## src/rtl/axi4_globals_pkg.sv

```systemverilog
// Shared AXI4 widths, channel payload structs and write-arbiter state encoding.
// Imported by the write-path arbiter and its round-robin picker.
package axi4_globals_pkg;

    localparam int ADDRESS_WIDTH = 32;
    localparam int DATA_WIDTH    = 32;
    localparam int STRB_WIDTH    = DATA_WIDTH / 8;

    typedef struct packed {
        logic [3:0]               id;
        logic [ADDRESS_WIDTH-1:0] addr;
        logic [7:0]               len;
        logic [2:0]               size;
        logic [1:0]               burst;
    } aw_t;

    typedef struct packed {
        logic [DATA_WIDTH-1:0] data;
        logic [STRB_WIDTH-1:0] strb;
        logic                  last;
    } w_t;

    typedef struct packed {
        logic [3:0] id;
        logic [1:0] resp;
    } b_t;

    typedef enum logic [1:0] {
        IDLE = 2'd0,
        ADDR = 2'd1,
        DATA = 2'd2,
        RESP = 2'd3
    } wr_arb_state_e;

endpackage

```

## src/rtl/axi4_rr_arbiter.sv

```systemverilog
// Combinational round-robin picker: first requester after last_grant in
// circular order, one-hot result plus a valid flag.
module axi4_rr_arbiter #(
    parameter int NUM_MASTERS = 2
) (
    input  logic [NUM_MASTERS-1:0] req,
    input  logic [NUM_MASTERS-1:0] last_grant,
    output logic [NUM_MASTERS-1:0] next_grant,
    output logic                   valid
);

    localparam int IW = (NUM_MASTERS > 1) ? $clog2(NUM_MASTERS) : 1;

    int            last_idx;
    logic [IW-1:0] idx;

    always_comb begin
        last_idx   = 0;
        idx        = '0;
        next_grant = '0;
        valid      = 1'b0;
        for (int i = 0; i < NUM_MASTERS; i++) begin
            if (last_grant[i]) last_idx = i;
        end
        // Offset NUM_MASTERS wraps back to last_grant itself, so a lone
        // repeat requester is still served.
        for (int off = 1; off <= NUM_MASTERS; off++) begin
            idx = IW'((last_idx + off) % NUM_MASTERS);
            if (!valid && req[idx]) begin
                next_grant[idx] = 1'b1;
                valid           = 1'b1;
            end
        end
    end

endmodule

```

## src/rtl/axi4_wr_arbiter.sv

```systemverilog
// AXI4 write-path arbiter: one outstanding AW/W/B transaction at a time,
// round-robin between masters, W last regenerated from the captured length.
module axi4_wr_arbiter
    import axi4_globals_pkg::*;
#(
    parameter int NUM_MASTERS = 2
) (
    input  logic                   aclk,
    input  logic                   areset,
    input  logic [NUM_MASTERS-1:0] m_awvalid,
    output logic [NUM_MASTERS-1:0] m_awready,
    input  aw_t  [NUM_MASTERS-1:0] m_aw,
    input  logic [NUM_MASTERS-1:0] m_wvalid,
    output logic [NUM_MASTERS-1:0] m_wready,
    input  w_t   [NUM_MASTERS-1:0] m_w,
    output logic [NUM_MASTERS-1:0] m_bvalid,
    input  logic [NUM_MASTERS-1:0] m_bready,
    output b_t                     m_b,
    output logic                   s_awvalid,
    input  logic                   s_awready,
    output aw_t                    s_aw,
    output logic                   s_wvalid,
    input  logic                   s_wready,
    output w_t                     s_w,
    input  logic                   s_bvalid,
    output logic                   s_bready,
    input  b_t                     s_b,
    output logic [NUM_MASTERS-1:0] grant,
    output logic                   protocol_err
);

    wr_arb_state_e          state_q, state_d;
    logic [NUM_MASTERS-1:0] grant_q;
    logic [NUM_MASTERS-1:0] last_grant_q;
    logic [7:0]             len_q;
    logic [7:0]             beat_cnt_q;
    logic                   protocol_err_q;

    logic [NUM_MASTERS-1:0] arb_grant;
    logic                   arb_valid;

    aw_t  sel_aw;
    w_t   sel_w;
    logic sel_awvalid;
    logic sel_wvalid;
    logic sel_bready;
    logic regen_last;
    logic aw_hs;
    logic w_hs;
    logic b_hs;

    axi4_rr_arbiter #(
        .NUM_MASTERS (NUM_MASTERS)
    ) u_rr (
        .req        (m_awvalid),
        .last_grant (last_grant_q),
        .next_grant (arb_grant),
        .valid      (arb_valid)
    );

    // One-hot grant makes the owner's channels a plain select.
    always_comb begin
        sel_aw      = '0;
        sel_w       = '0;
        sel_awvalid = 1'b0;
        sel_wvalid  = 1'b0;
        sel_bready  = 1'b0;
        for (int i = 0; i < NUM_MASTERS; i++) begin
            if (grant_q[i]) begin
                sel_aw      = m_aw[i];
                sel_w       = m_w[i];
                sel_awvalid = m_awvalid[i];
                sel_wvalid  = m_wvalid[i];
                sel_bready  = m_bready[i];
            end
        end
    end

    assign regen_last = (beat_cnt_q == len_q);
    assign aw_hs      = (state_q == ADDR) && sel_awvalid && s_awready;
    assign w_hs       = (state_q == DATA) && sel_wvalid && s_wready;
    assign b_hs       = (state_q == RESP) && s_bvalid && sel_bready;

    always_comb begin
        state_d    = state_q;
        s_awvalid  = 1'b0;
        s_wvalid   = 1'b0;
        s_bready   = 1'b0;
        m_awready  = '0;
        m_wready   = '0;
        m_bvalid   = '0;
        s_aw       = sel_aw;
        s_w.data   = sel_w.data;
        s_w.strb   = sel_w.strb;
        s_w.last   = regen_last;
        m_b        = s_b;
        case (state_q)
            IDLE: begin
                if (arb_valid) state_d = ADDR;
            end
            ADDR: begin
                s_awvalid = sel_awvalid;
                m_awready = grant_q & {NUM_MASTERS{s_awready}};
                if (aw_hs) state_d = DATA;
            end
            DATA: begin
                s_wvalid = sel_wvalid;
                m_wready = grant_q & {NUM_MASTERS{s_wready}};
                if (w_hs && regen_last) state_d = RESP;
            end
            RESP: begin
                s_bready = sel_bready;
                m_bvalid = grant_q & {NUM_MASTERS{s_bvalid}};
                if (b_hs) state_d = IDLE;
            end
            default: state_d = IDLE;
        endcase
    end

    // Reset leaves the highest master as last owner so master 0 wins first.
    always_ff @(posedge aclk) begin
        if (areset) begin
            state_q        <= IDLE;
            grant_q        <= '0;
            last_grant_q   <= {1'b1, {(NUM_MASTERS-1){1'b0}}};
            len_q          <= '0;
            beat_cnt_q     <= '0;
            protocol_err_q <= 1'b0;
        end else begin
            state_q <= state_d;
            if ((state_q == IDLE) && arb_valid) begin
                grant_q <= arb_grant;
            end
            if (aw_hs) begin
                len_q      <= sel_aw.len;
                beat_cnt_q <= '0;
            end
            if (w_hs) begin
                beat_cnt_q <= beat_cnt_q + 8'd1;
                if (sel_w.last != regen_last) protocol_err_q <= 1'b1;
            end
            if (b_hs) begin
                last_grant_q <= grant_q;
                grant_q      <= '0;
            end
        end
    end

    assign grant        = grant_q;
    assign protocol_err = protocol_err_q;

endmodule
```

## config.mk

```make
export PLATFORM = sky130hd
export DESIGN_NAME = axi4_wr_arbiter
export DESIGN_NICKNAME = d
export VERILOG_FILES = /design/src/rtl/axi4_globals_pkg.sv /design/src/rtl/axi4_rr_arbiter.sv /design/src/rtl/axi4_wr_arbiter.sv
export SDC_FILE = /design/constraint.sdc
export NUM_CORES = 1
export LEC_CHECK = 0
export BUFFER_PORTS_ARGS = -buffer_cell sky130_fd_sc_hd__buf_2
export CAP_MARGIN = 20
export CELL_PAD_IN_SITES_DETAIL_PLACEMENT = 0
export CELL_PAD_IN_SITES_GLOBAL_PLACEMENT = 2
export CORE_UTILIZATION = 15
export CTS_BUF_LIST = sky130_fd_sc_hd__clkbuf_4
export DETAILED_ROUTE_END_ITERATION = 10
export GPL_TIMING_DRIVEN = 0
export HOLD_SLACK_MARGIN = 0.1
export PLACE_DENSITY_LB_ADDON = 0.1
export REMOVE_ABC_BUFFERS = 1
export SYNTH_ARGS = -nofsm -noshare
export SYNTH_HDL_FRONTEND = slang
export SYNTH_SLANG_ARGS = --single-unit
export TNS_END_PERCENT = 50
```

## constraint.sdc

```tcl
create_clock -name aclk -period 2.5 [get_ports aclk]
set_input_delay 0.5 -clock aclk [delete_from_list [all_inputs] [get_ports aclk]]
set_output_delay 0.5 -clock aclk [all_outputs]
set_load 0.005 [all_outputs]
```

======== Word-level counts from Yosys, hierarchy flattened ========
Index checks and enable logic that the tools add are counted.
Widths: inputs -> output; s select.
cells by class
  mux-type cells .......................... 36
  multipliers ............................. 0
  shift-type cells ........................ 0
  divide/modulo/power cells ............... 0
  add/subtract/negate cells ............... 3
  eq/ne operators ......................... 9
  $lt $le $gt $ge ......................... 4
  bitwise operators ....................... 4
  reductions and logical operators ........ 17
operators with widths
  operator             number
  $mux 49              2
  $mux 37              2
  $mux 1               18
  $mux 2               9
  $mux 8               2
  $logic_and 1x1->1    11
  $add 8x1->8 const B  1
  $eq 8x8->1           1
  $pmux 2 s4           1
  $and 2x2->2          3
  $ne 2x2->1 const B   3
  $eq 2x2->1 const B   2
  $lt 1x2->1 const B   2
  $reduce_and 4->1     1
  $add 1x1->1 const B  2
  $demux 1 s1          2
  $eq 2x1->1 const B   1
  $ge 1x1->1 const B   2
  $logic_not 2->1      1
  $ne 2x1->1 const B   1
  $or 2x2->2           1
  $reduce_and 2->1     1
  $reduce_bool 2->1    1
  $reduce_or 2->1      1
  other kinds (2)      2
word-level totals
  latch bits .............................. 0
  word-level logic and storage cells ...... 79
  bits in read-only memories .............. 0
  register bits ........................... 23
  memories ................................ 0
  bits in writable memories ............... 0
  output and inout bits ................... 104

======== Logic depth before layout (Yosys ltp) ========
Gate-level depths: netlist of run 1.
  depth after elaboration ................. 10
  gate-level depth with buffers ........... 8

======== Modules after synthesis ========
A second synthesis of run 1 with hierarchy kept.
second synthesis, totals
  cells, all modules ...................... 259
  area, all modules ....................... 2,199.6 um^2
modules (own cells, without submodules)
  module           seq. area each (um^2)  cells an instance  instances  area an instance (um^2)
  axi4_wr_arbiter  460.4                  255                1          2,174.6
  axi4_rr_arbiter  0.0                    4                  1          25.0

======== Worst setup path after synthesis of run 1 ========
No wires, ideal clock.
  kind .................................... reg2out
  start point ............................. register grant_q[0], in the netlist grant[0]
  end point ............................... output port s_aw[0] (netlist bit)
  slack ................................... 0.658 ns
  cell stages (with the launch flop) ...... 6
  arrival ................................. 1.342 ns
  required time ........................... 2.000 ns
  cell sequence ........................... dfxtp_1 > nor2b_1 > buf_2 > buf_2 > buf_1 > a22o_1
RTL lines
  what                    line                    text
  from (decl)             axi4_wr_arbiter.sv:33   logic [NUM_MASTERS-1:0] grant_q;
  from (signal assigned)  axi4_wr_arbiter.sv:132  grant_q <= arb_grant;
  to (decl)               axi4_wr_arbiter.sv:21   output aw_t s_aw,

==> out/qor.yml, run 1 <==
outcome:
  status: "complete, no violations"
critical_path:
  r2r-start: "state_q[1]"
  cp_data_arrival_time_ns: 1.83
  worst_path_max_delay_cell: "dfxtp_4"
  endpoint_kind: "primary output"
  crit_path_start_kind: "flip-flop"
  path_common_cell: "buf_12"
  timing.rr.end: "beat_cnt_q[3]"
  worstSetupPathType: "reg2out"
  crit_required_ns: 2.00
  critical_path.max_stage_delay_ns: 0.42
  regToRegSetupSlack_ns: 0.43
  crit_chain: "nor2b_4 > buf_12 > buf_12 > a22o_1 > buf_2"
  cp_max_fo: 43
  reg2reg_depth: 8
logic_synthesis:
  syn-cell-area_mm2: 0.00211
  ys_seq_area_share_pct: 20.8
  synth.distinct_cells: 34
  yosys_register_bits: 22
  syn_avg_cell_area_um2: 8.13
  synth_warnings: 0
  yosys-top-cells-area: "a22o_1, dfxtp_1, mux2i_1"
  syn_inst: 260
  netlist.area_leader.share_pct: 35.2
  synth.largest_area_cell: "a22o_1"
hold_path:
  holdPathStages: 2
  holdPathEnd: "protocol_err"
  holdCritStartpoint: "protocol_err"
  min_path_type: "reg2reg"
sta:
  whs_ns: 0.475
  final_max_slew_viol_count: 0
  slew_headroom_pct: 65.3
  finalCritPeriodShare_pct: 93.2
  finalHoldViolCount: 0
  tightestPinTransition_ns: 0.516
  rsz0062_at_grt: "false"
  setup_violations: 0
  period_minus_slack_ns: 2.33
  fmax_mhz: 429
  setup_tns_ns: 0
  skew_ns: 0.0247
global_route:
  grt_pass1_wl_um: 17400
  grt_pass1_vias: 2876
  grt_util_met1_pct: 18.2
  grt.busiest_layer: "met2"
  antenna_found_initial: 1
  grt_max_degree: 85
  met2_usage_pct: 30.2
  grt_usage_pct: 16.1
  grt_use_met3_pct: 4.81
  grt-ovfl-total: 0
floorplanning:
  dieArea_mm2: 0.0146
  num_rows: 43
  io-pin-count: 293
  placeableCoreArea_mm2: 0.0138
  die_h_um: 121
  die_x_um: 121
  start_util_pct: 15.3
clocking:
  cts_hold_buffers: 0
  cts_buffers: 3
  cts_tree: "yes"
  clk_latency_ns: 0.33
  clockBufferDepth: 2
  cts_max_level: 1
  clk_transition_reported_paths_ns: 0.15
  clock-sinks: 22
  cts_root_buf: "clkbuf_4"
routing:
  postRouteAntennaNets: 0
  avgViaCountPerCell: 4.41
  drc: 0
  via_count: 3088
  firstDrtPassIters: 6
  drtIter0Drc: 147
  wl_um: 12700
  avgRoutedWirePerCell_um: 18.1
placement:
  port_buffers: 280
  globalplace.congestion: 0.749
  dp_hpwl_um: 10700
power_and_ir_drop:
  leakage_nw: 2.12
  ir_drop_uv: 164
  powerDensity_mw_per_mm2: 557
cells_and_area:
  drive_gt1_share_pct: 56.5
  nets: 715
  layout_common_cells: "buf_2, a22o_1, nor2_1, dfxtp_1, a21oi_1"
  final_util_pct: 27.1
  final_common_cell: "buf_2"
  nFillCells: 1575
  areaGrowthSynthToFinish_pct: 77.0
flow_run:
  cap_violations: 0
## metrics by stage
stage	instance area, um^2	power (mW)	setup WS (ns)	std cells
after global routing	3740	2.25	0.0457	699
after detailed placement	3670	1.83	0.142	694
final	3740	2.08	0.169	701
after CTS	3730	2.13	0.0984	699
after global placement	3590	1.87	-6.13	690
after floorplan	1960	1.12	-2.86	230
## power by group
part           total [mW]  switching [mW]  internal [mW]
sequential          0.423          0.0433          0.380
combinational        1.38           0.695          0.682
clock               0.284           0.122          0.162
## sequential cells by signal (all words and copies together), names as in the netlist
register,cells
state_q,2
last_grant_q,1
len_q,8
grant,2
protocol_err,1
beat_cnt_q,8
## routing by layer
metal	part of all wire, %	wire length, um
met5	0	0
met4	0.32	41
met3	8.1	1030
met2	54	6820
met1	38	4800
## Yosys cell counts, drive strengths merged
cell / number
a21oi: 14
a41oi: 1
nor4: 2
nand3b: 6
a31oi: 1
a32o: 1
ha: 6
mux2i: 9
a211oi: 2
o21bai: 1
a21boi: 2
a221o: 1
nand3: 4
nor2b: 2
inv: 5
dfxtp: 22
a22o: 85
clkbuf: 11
buf: 19
nand2: 9
xnor2: 1
o21ai: 6
and3: 7
xor2: 8
a21o: 2
nor3: 3
nand2b: 4
o31ai: 1
nor2: 22
a22oi: 3
## critical path: cells and delay by family, from the launching register on
kind                   cells  cell delay [ns]
buffers and inverters      3             0.66
flip-flops                 1             0.42
AO/OA/AOI/OAI              1             0.23
AND/OR/NAND/NOR            1             0.19
## logic make-up (layout without fill, tap and decap cells)
| group | after synthesis | count (layout) | share of synthesized area, % |
|---|---|---|---|
| AO/OA/AOI/OAI | 120 | 120 | 45.7 |
| multiplexers | 9 | 9 | 4.26 |
| XOR/XNOR | 9 | 9 | 3.73 |
| adder cells (fa/ha/maj) | 6 | 6 | 3.55 |
| buffers and inverters | 35 | 294 | 8.17 |
| AND/OR/NAND/NOR | 59 | 59 | 13.7 |
| flip-flops | 22 | 22 | 20.8 |
| other | 0 | 2 | 0 |
## cell type report
type | count | area [um^2] | share of cell area [%]
multi-input cells | 203 | 1510 | 40.3
repair buffers | 285 | 1480 | 39.7
flip-flops and latches | 22 | 448 | 12.0
well taps | 180 | 225 | 6.02
clock inverters | 1 | 30.0 | 0.803
clock buffers | 3 | 22.5 | 0.602
inverters | 5 | 18.8 | 0.502
diodes | 2 | 5.00 | 0.134
## worst max-delay path by stage
stage               startpoint    endpoint  slack [ns]  cells after the start
floorplan             grant[1]  state_q[0]       -2.86                      5
global placement      grant[1]    s_bready       -6.13                      4
detailed placement    grant[0]     s_aw[8]        0.14                      5
CTS                   grant[0]     s_aw[8]         0.1                      5
global route          grant[0]     s_aw[8]        0.05                      5
finish                grant[0]     s_aw[8]        0.17                      5
## repair_timing
action | CTS | global route
setup buffers | 1 | 0
setup endpoints to repair | 44 | 1
resized for setup | 1 | 1
Power figures use the tool's default switching activity.
==> inputs of run 2 (changes only) <==
--- a/config.mk
+++ b/config.mk
@@ -9,7 +9,7 @@
 export CAP_MARGIN = 20
 export CELL_PAD_IN_SITES_DETAIL_PLACEMENT = 0
 export CELL_PAD_IN_SITES_GLOBAL_PLACEMENT = 2
-export CORE_UTILIZATION = 15
+export CORE_UTILIZATION = 12
 export CTS_BUF_LIST = sky130_fd_sc_hd__clkbuf_4
 export DETAILED_ROUTE_END_ITERATION = 10
 export GPL_TIMING_DRIVEN = 0
==> constraint.sdc (replaced) <==
create_clock -name aclk -period 2 [get_ports aclk]
set_input_delay 0.4 -clock aclk [delete_from_list [all_inputs] [get_ports aclk]]
set_output_delay 0.4 -clock aclk [all_outputs]
set_load 0.005 [all_outputs]
==> run 2 against run 1 <==
Against the previous run: first-iteration DRC count is 32% lower; highest routed layer is now met5; sequential share of layout area shrank 0.73 points; utilization is 3.6 points lower; largest power group unchanged; critical path depth unchanged; critical endpoint is now s_w[0]; non-clock buffer count grew 15; via count up 4.1%; die area rose by 25%; sequential power increased by 21%; flip-flop and latch count unchanged; worst hold slack worse by 0.054 ns.
==> out/qor.yml, run 2 (same netlist as run 1, synthesis figures left out) <==
outcome:
  status: "complete, no violations"
global_route:
  grt_max_degree: 87
  grt_pass1_wl_um: 18400
  grt-ovfl-total: 0
  antenna_found_initial: 1
  grt_pass1_vias: 3080
  grt_usage_pct: 13.6
sta:
  fmax_mhz: 505
  finalHoldViolCount: 0
  period_minus_slack_ns: 1.98
  setup_violations: 0
  skew_ns: 0.00660
  slew_headroom_pct: 63.5
  setup_tns_ns: 0
  tightestPinTransition_ns: 0.545
  finalCritPeriodShare_pct: 99.1
  rsz0062_at_grt: "true"
  final_max_slew_viol_count: 0
clocking:
  cts_buffers: 3
  clockBufferDepth: 2
  clk_transition_reported_paths_ns: 0.15
  cts_root_buf: "clkbuf_4"
  cts_max_level: 1
  clk_latency_ns: 0.33
  cts_hold_buffers: 0
  clock-sinks: 22
  cts_tree: "yes"
cells_and_area:
  areaGrowthSynthToFinish_pct: 91.1
  layout_common_cells: "buf_2, a22o_1, nor2_1, dfxtp_1, buf_4"
  antenna_cells: 0
  layoutNonFillerInstCount: 759
  final_common_cell: "buf_2"
  final_util_pct: 23.4
  nets: 730
  top_regs: "beat_cnt_q (8), len_q (8)"
  drive_gt1_share_pct: 59.2
critical_path:
  reg2reg_depth: 6
  critical_path.max_stage_delay_ns: 0.39
  crit_chain: "xor2_1 > nor4_4 > nand2_1 > inv_1 > buf_2"
  crit_required_ns: 1.60
  cp_data_arrival_time_ns: 1.58
  worstSetupPathType: "reg2out"
  cp.depth: 5
  endpoint_kind: "primary output"
  critPathTopFamily: "simple AND/OR/NAND/NOR gates"
  worst_path_max_delay_cell: "dfxtp_4"
  cp_max_fo: 2
  worstPathBufferInverterCount: 2
  crit_path_start_kind: "flip-flop"
placement:
  port_buffers: 280
  globalplace.congestion: 0.693
  dp_hpwl_um: 10700
  placedCellCount: 739
floorplanning:
  dieArea_mm2: 0.0181
  die_h_um: 135
  placeableCoreArea_mm2: 0.0172
  die_x_um: 135
  num_rows: 48
  start_util_pct: 12.3
  io-pin-count: 293
power_and_ir_drop:
  power_mw: 2.83
  ir_drop_uv: 198
  leakage_nw: 2.24
  powerDensity_mw_per_mm2: 700
routing:
  avgRoutedWirePerCell_um: 18.0
  avgViaCountPerCell: 4.24
  wl_um: 13600
  drtIter0Drc: 100
  drc: 0
  via_count: 3215
  postRouteAntennaNets: 0
  firstDrtPassIters: 4
hold_path:
  holdPathStages: 4
  min_path_type: "in2reg"
flow_run:
  cap_violations: 0
[run 2: changes by cell type in the layout (fill, tap and decap cells not counted), sizes merged]
| cell | change |
|---|---|
| buf | +14 |
| clkbuf | +1 |
| diode | -2 |
[run 2: final cells by class]
type,instances,area [um^2]
well taps,225,282
clock inverters,1,30.0
multi-input cells,203,1560
flip-flops and latches,22,454
repair buffers,300,1670
clock buffers,3,22.5
inverters,5,18.8
fillers,1953,13200
[run 2: report_power, final]
group / switching [mW] / leakage (nW) / internal, mW
clock network: 0.170 / 0.0279 / 0.203
registers: 0.0377 / 0.181 / 0.474
logic: 0.939 / 2.03 / 1.00
[run 2: path summary, 6_finish.rpt]
path	start	to	slack, ns
worst min-delay path	m_bready[0]	last_grant_q[1]	0.42
worst min register to register	protocol_err	protocol_err	0.48
worst max register to register	grant[1]	state_q[0]	0.14
worst max-delay path	beat_cnt_q[6]	s_w[0]	0.02
[run 2: tightest hold or removal path, cell delays in order]
cell and delay, ns:
buf_2 0.10, nand3_1 0.08, o21ai_0 0.09, nand2b_1 0.05
[run 2: timing repair]
action / 4_1_cts / 5_1_grt
endpoints found under the setup margin: 105 / 21
pin swaps: 2 / 5
buffers inserted: 9 / 4
cloned: 2 / 1
gates resized for setup: 12 / 9
[run 2: metrics by stage]
| stage | area [um^2] | setup WS [ns] | hold WS [ns] |
|---|---|---|---|
| 2_1_floorplan | 1960 | -3.36 | 0.452 |
| 3_3_place_gp | 3640 | -6.84 | 0.464 |
| 3_5_place_dp | 3730 | -0.320 | 0.460 |
| 4_1_cts | 3950 | -0.0300 | 0.418 |
| 5_1_grt | 4040 | -0.0382 | 0.448 |
| 6_report | 4040 | 0.0180 | 0.421 |
[run 2: per-layer routing]
layer	wire length [um]	GRT usage, %	vias to the layer above	part of all wire [%]
met5	13	0	-	0.095
met4	107	2.25	2	0.78
met3	811	2.63	12	5.9
met2	7080	25.3	154	52
met1	5620	16.3	1488	41
li1	-	-	1559	-
